--- src/rtl/mem_miss_arbiter_pkg.sv ---
// Shared types for the miss arbiter: memory request payload, FSM states and cache ids.
package mem_miss_arbiter_pkg;

    localparam int LINE_W = 128;
    localparam int THR_W  = 2;
    localparam int ADDR_W = 32;

    typedef struct packed {
        logic [ADDR_W-1:0] addr;
        logic [LINE_W-1:0] data;
        logic              is_store;
        logic [THR_W-1:0]  thread_id;
    } mem_req_t;

    typedef enum logic [1:0] {
        IDLE     = 2'd0,
        REQ      = 2'd1,
        WAIT_RSP = 2'd2
    } arb_state_t;

    localparam logic CACHE_ID_I = 1'b0;
    localparam logic CACHE_ID_D = 1'b1;

endpackage

--- src/rtl/mem_miss_arbiter_req_queue.sv ---
// Per-source miss request FIFO; pushes while full are dropped, the head is read combinationally.
module mem_miss_arbiter_req_queue
    import mem_miss_arbiter_pkg::*;
#(
    parameter int WIDTH = 8,
    parameter int DEPTH = 4
) (
    input  logic             clk_i,
    input  logic             rst_n,
    input  logic             push,
    input  logic [WIDTH-1:0] wr_data,
    input  logic             pop,
    output logic [WIDTH-1:0] rd_data,
    output logic             full,
    output logic             not_empty
);

    localparam int AW = $clog2(DEPTH);

    logic [WIDTH-1:0] mem [DEPTH];
    logic [AW:0]      wr_ptr;
    logic [AW:0]      rd_ptr;
    logic             do_push;
    logic             do_pop;

    assign do_push   = push && !full;
    assign do_pop    = pop && not_empty;
    // Extra pointer bit distinguishes full from empty when the indices match.
    assign full      = (wr_ptr[AW-1:0] == rd_ptr[AW-1:0]) && (wr_ptr[AW] != rd_ptr[AW]);
    assign not_empty = (wr_ptr != rd_ptr);
    assign rd_data   = mem[rd_ptr[AW-1:0]];

    always_ff @(posedge clk_i or negedge rst_n) begin
        if (!rst_n) begin
            wr_ptr <= '0;
            rd_ptr <= '0;
        end else begin
            if (do_push) wr_ptr <= wr_ptr + 1'b1;
            if (do_pop)  rd_ptr <= rd_ptr + 1'b1;
        end
    end

    always_ff @(posedge clk_i) begin
        if (do_push) mem[wr_ptr[AW-1:0]] <= wr_data;
    end

endmodule

--- src/rtl/mem_miss_arbiter.sv ---
// Shares one memory port between I$ and D$ misses: D$ priority with I$ anti-starvation,
// one request in flight, and a timeout that turns a lost response into a bus error.
module mem_miss_arbiter
    import mem_miss_arbiter_pkg::*;
#(
    parameter int QDEPTH       = 4,
    parameter int STARVE_LIMIT = 3,
    parameter int TIMEOUT      = 64
) (
    input  logic              clk_i,
    input  logic              rst_n,
    input  logic              dcache_req_valid,
    input  mem_req_t          dcache_req_info,
    input  logic              icache_req_valid,
    input  mem_req_t          icache_req_info,
    output logic              dcache_q_full,
    output logic              icache_q_full,
    output logic              overflow_err,
    output logic              mem_req_valid,
    output mem_req_t          mem_req_info,
    input  logic              mem_req_ready,
    input  logic              mem_rsp_valid,
    input  logic [LINE_W-1:0] mem_rsp_data,
    input  logic              mem_rsp_bus_error,
    output logic              rsp_valid_miss,
    output logic [LINE_W-1:0] rsp_data_miss,
    output logic              rsp_cache_id,
    output logic [THR_W-1:0]  rsp_thread_id,
    output logic              rsp_bus_error,
    output logic              busy
);

    localparam int SW = $clog2(STARVE_LIMIT + 1);
    localparam int TW = $clog2(TIMEOUT);

    function automatic logic [SW-1:0] starve_sat_inc(input logic [SW-1:0] v);
        return (v == SW'(STARVE_LIMIT)) ? v : v + 1'b1;
    endfunction

    arb_state_t        state_q, state_d;
    mem_req_t          d_head, i_head, req_p0;
    logic              d_ne, i_ne, d_pop, i_pop;
    logic              req_cid_p0;
    logic [SW-1:0]     starve_cnt_q;
    logic [TW-1:0]     tmo_cnt_q;
    logic              tmo_expired;
    logic              vld_p1;
    logic [LINE_W-1:0] rsp_data_p1;
    logic              rsp_cid_p1;
    logic [THR_W-1:0]  rsp_tid_p1;
    logic              rsp_berr_p1;
    logic              overflow_q;

    mem_miss_arbiter_req_queue #(.WIDTH($bits(mem_req_t)), .DEPTH(QDEPTH)) u_dq (
        .clk_i     (clk_i),
        .rst_n     (rst_n),
        .push      (dcache_req_valid),
        .wr_data   (dcache_req_info),
        .pop       (d_pop),
        .rd_data   (d_head),
        .full      (dcache_q_full),
        .not_empty (d_ne)
    );

    mem_miss_arbiter_req_queue #(.WIDTH($bits(mem_req_t)), .DEPTH(QDEPTH)) u_iq (
        .clk_i     (clk_i),
        .rst_n     (rst_n),
        .push      (icache_req_valid),
        .wr_data   (icache_req_info),
        .pop       (i_pop),
        .rd_data   (i_head),
        .full      (icache_q_full),
        .not_empty (i_ne)
    );

    assign tmo_expired = (tmo_cnt_q == TW'(TIMEOUT - 1));

    always_comb begin
        state_d = state_q;
        d_pop   = 1'b0;
        i_pop   = 1'b0;
        case (state_q)
            IDLE: begin
                // D$ wins unless I$ has already been passed over STARVE_LIMIT times.
                if (d_ne && !(i_ne && starve_cnt_q == SW'(STARVE_LIMIT))) begin
                    d_pop   = 1'b1;
                    state_d = REQ;
                end else if (i_ne) begin
                    i_pop   = 1'b1;
                    state_d = REQ;
                end
            end
            REQ: begin
                if (mem_req_ready) state_d = WAIT_RSP;
            end
            WAIT_RSP: begin
                if (mem_rsp_valid || tmo_expired) state_d = IDLE;
            end
            default: state_d = IDLE;
        endcase
    end

    always_ff @(posedge clk_i or negedge rst_n) begin
        if (!rst_n) begin
            state_q      <= IDLE;
            starve_cnt_q <= '0;
            tmo_cnt_q    <= '0;
            overflow_q   <= 1'b0;
        end else begin
            state_q <= state_d;
            if ((dcache_req_valid && dcache_q_full) || (icache_req_valid && icache_q_full))
                overflow_q <= 1'b1;
            if (i_pop || !i_ne)
                starve_cnt_q <= '0;
            else if (d_pop)
                starve_cnt_q <= starve_sat_inc(starve_cnt_q);
            if (state_q == REQ && mem_req_ready)
                tmo_cnt_q <= '0;
            else if (state_q == WAIT_RSP)
                tmo_cnt_q <= tmo_cnt_q + 1'b1;
        end
    end

    // Stage p0: granted request held for the memory port.
    always_ff @(posedge clk_i) begin
        if (d_pop) begin
            req_p0     <= d_head;
            req_cid_p0 <= CACHE_ID_D;
        end else if (i_pop) begin
            req_p0     <= i_head;
            req_cid_p0 <= CACHE_ID_I;
        end
    end

    // Stage p1: one-cycle response pulse; a same-cycle response beats the timeout.
    always_ff @(posedge clk_i or negedge rst_n) begin
        if (!rst_n) begin
            vld_p1      <= 1'b0;
            rsp_data_p1 <= '0;
            rsp_cid_p1  <= 1'b0;
            rsp_tid_p1  <= '0;
            rsp_berr_p1 <= 1'b0;
        end else begin
            vld_p1 <= 1'b0;
            if (state_q == WAIT_RSP && (mem_rsp_valid || tmo_expired)) begin
                vld_p1      <= 1'b1;
                rsp_cid_p1  <= req_cid_p0;
                rsp_tid_p1  <= req_p0.thread_id;
                rsp_data_p1 <= mem_rsp_valid ? mem_rsp_data : '0;
                rsp_berr_p1 <= mem_rsp_valid ? mem_rsp_bus_error : 1'b1;
            end
        end
    end

    assign mem_req_valid  = (state_q == REQ);
    assign mem_req_info   = mem_req_valid ? req_p0 : '0;
    assign busy           = (state_q != IDLE);
    assign overflow_err   = overflow_q;
    assign rsp_valid_miss = vld_p1;
    assign rsp_data_miss  = rsp_data_p1;
    assign rsp_cache_id   = rsp_cid_p1;
    assign rsp_thread_id  = rsp_tid_p1;
    assign rsp_bus_error  = rsp_berr_p1;

endmodule

--- config.mk ---
export PLATFORM = sky130hd
export DESIGN_NAME = mem_miss_arbiter
export DESIGN_NICKNAME = d
export VERILOG_FILES = /design/src/rtl/mem_miss_arbiter_pkg.sv /design/src/rtl/mem_miss_arbiter_req_queue.sv /design/src/rtl/mem_miss_arbiter.sv
export SDC_FILE = /design/constraint.sdc
export NUM_CORES = 1
export LEC_CHECK = 0
export CAP_MARGIN = 20
export CORE_MARGIN = 1
export CORE_UTILIZATION = 55
export DETAILED_ROUTE_END_ITERATION = 6
export PLACE_DENSITY = 0.87
export REMOVE_ABC_BUFFERS = 1
export SYNTH_ARGS = -nofsm -noshare
export SYNTH_HDL_FRONTEND = slang
export SYNTH_HIERARCHICAL = 1
export SYNTH_SLANG_ARGS = --single-unit
--- constraint.sdc ---
create_clock -name clk_i -period 9.6 [get_ports clk_i]
set_input_delay 2.88 -clock clk_i [delete_from_list [all_inputs] [get_ports clk_i]]
set_output_delay 2.88 -clock clk_i [all_outputs]
set_load 0.01 [all_outputs]
# Word-level counts from Yosys, hierarchy flattened
# Memory sizes are Yosys's and may differ from the RTL's.
# Index checks and enable logic that the tools add are counted.
[word_totals]
reg_bits = 320
latch_bits = 0
mem_bits_rw = 1304
rom_bits = 0
in_bits = 461
out_inout_bits = 301
elab_cells = 91
n_memories = 2
[classes]
add_sub_neg = 6
mul = 0
div = 0
magnitude_cmp = 0
n_eq_ne = 14
shift = 0
muxes = 25
bitwise_logic = 0
reduce_logical = 26
[memory_table]
columns = ["memory", "depth", "width", "read_ports", "rd_clocked_by_memory_dff", "wr", "line", "source"]
rows = [
  ["u_dq.mem", 4, 163, 1, 0, 1, "mem_miss_arbiter_req_queue.sv:20", "logic [WIDTH-1:0] mem [DEPTH];"],
  ["u_iq.mem", 4, 163, 1, 0, 1, "mem_miss_arbiter_req_queue.sv:20", ""],
]
[ops]
columns = ["op", "n"]
rows = [
  ["$mux 163", 3],
  ["$mux 128", 1],
  ["$mux 2", 7],
  ["$add 3x1->3 const B", 4],
  ["$logic_and 1x1->1", 12],
  ["$mux 6", 2],
  ["$mux 1", 11],
  ["$reduce_bool 2->1", 4],
  ["$add 6x1->6 const B", 1],
  ["$eq 6x6->1 const B", 1],
  ["$ne 3x3->1", 2],
  ["$pmux 2 s3", 1],
  ["$eq 2x2->1", 2],
  ["$eq 2x2->1 const B", 2],
  ["$logic_not 1->1", 4],
  ["$ne 2x2->1 const B", 2],
  ["$logic_or 1x1->1", 3],
  ["$ne 3x3->1 const B", 1],
  ["$reduce_and 3->1", 1],
  ["$add 2x1->2 const B", 1],
  ["$eq 2x1->1 const B", 1],
  ["$logic_not 2->1", 1],
  ["$ne 1x1->1", 2],
  ["$ne 2x1->1 const B", 1],
  ["$reduce_and 2->1", 1],
]

# Depth between registers and ports, before layout
[depth]
ltp_word = 9
mapped_depth = 9
mapped_depth_nobuf = 7

# Hierarchy
# Netlist, hierarchy kept.
[modules_own_cells]
columns = ["module", "instances", "cells_each", "area_each_um2"]
rows = [
  ["mem_miss_arbiter_req_queue", 2, 899, 24006.8],
  ["mem_miss_arbiter", 1, 887, 13314.0],
]

# Worst setup path after synthesis
# Ideal clock, no wire load.
[synth_timing]
path_type = "register -> register"
from = "register u_iq.rd_ptr[0]"
to = "register req_p0[0] (netlist bit), enable pin"
setup_time_ns = 0.690
arrival_ns = 7.918
t_required_ns = 8.910
slack_ns = 0.993
path_stages_with_launch = 6
synth_period_minus_slack_ns = 8.607
path_cell_list = "dfrtp_1 buf_2 xor2_2 or3_1 nor2_1 nor2_1"
[synth_via]
elab_chain_cells = 7
word_cells_on_any_way = 10
[synth_rtl]
columns = ["element", "line", "source"]
rows = [
  ["start, declared", "mem_miss_arbiter_req_queue.sv:22", "logic [AW:0] rd_ptr;"],
  ["start signal, assigned", "mem_miss_arbiter_req_queue.sv:39", "if (do_pop) rd_ptr <= rd_ptr + 1'b1;"],
  ["$ne 3x3->1 (*)", "mem_miss_arbiter_req_queue.sv:30", "assign not_empty = (wr_ptr != rd_ptr);"],
  ["via i_ne", "mem_miss_arbiter.sv:42", "logic d_ne, i_ne, d_pop, i_pop;"],
  ["$logic_and 1x1->1", "mem_miss_arbiter.sv:85", "if (d_ne && !(i_ne && starve_cnt_q == SW'(STARVE_LIMIT))) begin"],
  ["$logic_not 1->1", "mem_miss_arbiter.sv:85", ""],
  ["$logic_and 1x1->1", "mem_miss_arbiter.sv:85", ""],
  ["$mux 1", "mem_miss_arbiter.sv:85", ""],
  ["$mux 1", "mem_miss_arbiter.sv:82", "case (state_q)"],
  ["$reduce_bool 2->1 (no source line) (*)", "-", ""],
  ["end signal, assigned", "mem_miss_arbiter.sv:127", "req_p0 <= d_head;"],
  ["end signal, assigned", "mem_miss_arbiter.sv:130", "req_p0 <= i_head;"],
  ["end, declared", "mem_miss_arbiter.sv:41", "mem_req_t d_head, i_head, req_p0;"],
]
# Mark *: on every way through the listed nets, which the timed path passes. The rest lies on a longest branch.
# A chain may end at the register's enable or synchronous reset.

==> metrics.md <==
| Metric | Value |
|---|---|
| Critical Path RT | `6.72 ns` |
| Die area | `roughly 0.11 mm2` |
| Outcome | `finished clean` |
| Largest net degree at the start of global routing | `around 110` |
| Max cap viols | `0` |
| Mapped Cells | `approximately 2700` |
| Number of global-route vias before repair | `32895` |
| Die X | `~340 um` |
| Post-detailed-route via-to-cell ratio | `about 6.1` |
| RSZ-0062 raised after global routing | `no` |
| Post-layout total power | `around 0.025 W` |
| Top-level I/O count | `762` |
| Worst-margin pin slew | `1.065 ns` |
| Mapped Area | `0.06133 mm2` |
| Initial Util | `0.5542` |
| CP Class | `flop to output pin` |
| R2r startpoint | `u_iq/rd_ptr[0]` |
| CP cell instances | `inv_1 > nor2_4 > buf_4 > and2_1 > clkdlybuf4s50_1` |
| Initial antenna violation count | `64` |
| Crit path from | `state_q[0]` |
| Die Height | `roughly 340 um` |
| Total grt overflow | `0` |
| Worst Path Arrival | `3.21 ns` |
| Top cell type's share of synthesized area | `0.7183` |
| Routed Antenna Nets | `0` |
| Pwr/cell area | `~330 mW/mm2` |
| Filler cells | `6327` |
| Final min period | `6.090 ns` |
| Initial DRC count | `3088` |
| Final-report hold violation count | `0` |
| Synth cell count leaders | `edfxtp_1, mux4_2, and2_1, dfrtp_1, mux2_2` |
| CP peak stage delay | `0.59 ns` |
| IO Port Bufs | `761` |
| GR Util All Layers | `0.2953` |
| Ys flop type | `edfxtp_1` |
| Worst hold stages | `1` |
| Register bit total from synthesis | `1624` |
| Layout cells sized above 1 | `0.2118` |
| Worst Reg-to-Reg Cells | `7` |
| Sequential fraction of the synthesis area | `0.7823` |
| Largest cells by area after synthesis | `edfxtp_1, mux4_2, dfrtp_1` |
| Synth Warn # | `6` |
| Cell variety after synth | `45` |
| Fin crit share | `0.6344` |
| Hold_sp | `req_p0[1]` |
| First-pass GRT wire length | `234000 um` |
| Syn Area/Cell | `22.84 um2` |
| EDFF count, synth | `about 1500` |
| Synth-to-Final Area Change | `23.15%` |
| Most common cell in the synthesized netlist | `edfxtp_1` |
| Clock Tree Root | `clkbuf_16` |
| Post-CTS resize count | `0` |
| HP Class | `flop to flop` |
| Postcts setup bufs | `0` |
| Gpl congestion | `0.8928` |
| Fin Clk Skew | `0.03456 ns` |
| Core area | `0.1107 mm2` |
| Clk buf depth | `3` |
| Detailed-route wire length per cell | `32.37 um` |
| Number of nets in the final layout | `~4000` |
| Total iterations of the first detailed-routing run | `5` |
| Area leader, netlist | `edfxtp_1` |
| Hold-fix buffers, CTS | `0` |
| Crit end category | `output pin` |
| Row count | `122` |
| Number of vias in the routed layout | `about 32000` |
| CP max stage cell | `clkdlybuf4s50_1` |
| Clock latency on the worst-skew pair | `between 0.7 and 0.8 ns` |
| HPWL after DPL | `96440 um` |
| Fmax achieved | `0.1642 GHz` |
| Crit-path max FO | `90` |
| # setup viols final | `0` |
| Final Max Slew Viols | `0` |
| DRT Wirelength | `167100 um` |
| TritonCTS Buffers | `159` |
| Worst IR Drop VDD | `441.5 uV` |
| Detailed-route DRC error count | `0` |
| Synth async-reset ratio | `0.09606` |
| Clock Sinks | `roughly 1600` |
| Final Core Density | `0.6824` |
| P_leak | `25.13 nW` |
| CTS H-tree depth | `4` |
| Worst-path clk slew | `0.06 ns` |
| Setup_tns | `0 ns` |
| Max_slew headroom | `0.2903` |
| Setup crit start kind | `flop` |
| TritonCTS clock tree | `yes` |
layer usage:
layer	vias to the layer above	track usage	wire length (um)
li1	12815	-	-
met1	16494	0.3385	55180
met2	1938	0.4798	83760
met3	445	0.1012	17570
met4	54	0.1807	10280
met5	-	0.0008511	348
critical path: cells and delay by family, from the launching register on:
family        cells  cell delay [ns]
buf+inv           3             1.33
flops             1             0.56
simple gates      2             0.39
cell usage in the layout, fill, tap and decap left out, types with 5 or more instances in the layout:
master	instances
inv_1	16
clkinvlp_4	5
and2_1	163
bufinv_16	11
clkinv_2	25
clkbuf_16	165
mux2_2	154
and3_4	6
xnor2_1	9
ha_1	12
mux2_1	12
a22o_1	128
clkinv_1	34
nand2_1	7
clkbuf_1	34
a21oi_1	15
buf_4	32
nor2_1	5
o31ai_1	10
edfxtp_1	1467
mux4_2	326
clkdlybuf4s50_1	760
diode_2	39
buf_12	9
dfrtp_1	152
kinds of logic (layout without fill, tap and decap cells):
| logic type | after synthesis | count (layout) | share of synthesized area |
|---|---|---|---|
| flip-flops | 1624 | 1624 | 0.7823 |
| multiplexers | 492 | 492 | 0.1502 |
| AND/OR/NAND/NOR | 204 | 204 | 0.02054 |
| AO/OA/AOI/OAI | 177 | 177 | 0.02412 |
| buffers and inverters | 159 | 1110 | 0.01748 |
| XOR/XNOR | 17 | 17 | 0.002917 |
| adder cells (fa/ha/maj) | 12 | 12 | 0.002448 |
| other | 0 | 39 | 0 |
area by class of cell:
cell class                      instances  area, um2  area share
Antenna cell                           39      97.59    0.001292
Clock buffer                          203       4305     0.05701
Clock inverter                         89      814.5     0.01079
Inverter                               16      60.06   0.0007952
Multi-Input combinational cell        902      12350      0.1636
Sequential cell                      1624      47990      0.6355
Tap cell                             1488       1862     0.02465
Timing Repair Buffer                  802       8039      0.1064
report_power, final:
group	total [W]	switching, W	internal (W)	leakage [nW]
logic	0.00795	0.00413	0.00382	7.18
clock network	0.00613	0.00265	0.00349	2.50
registers	0.0110	0.000992	0.0100	15.5
flip-flops by register name, indices dropped and copies added (netlist names), 6 cells and up:
signal	count
req_p0	163
rsp_data_miss	128
tmo_cnt_q	6
u_dq/mem	652
u_iq/mem	652
per-stage QoR:
stage	std cells	cell area [um2]	hold WS (ns)	setup WS, ns
floorplan	2542	60320	0.4192	-4.677
global placement	4832	70300	0.4607	3.977
detailed placement	4832	70300	0.4742	3.968
CTS	5124	75420	0.4920	3.488
global route	5155	75500	0.5050	3.423
finish	5163	75520	0.4851	3.510
path summary, 6_finish.rpt:
check	to	slack, ns
min reg2reg	rsp_thread_id[1]	0.49
max reg2reg	req_p0[107]	4.87
max	mem_req_info[145]	3.51
max in group asynchronous	rsp_data_miss[95]	5.91
min in group asynchronous	rsp_valid_miss	2.18
min	rsp_thread_id[1]	0.49
Power figures use the tool's default switching activity.
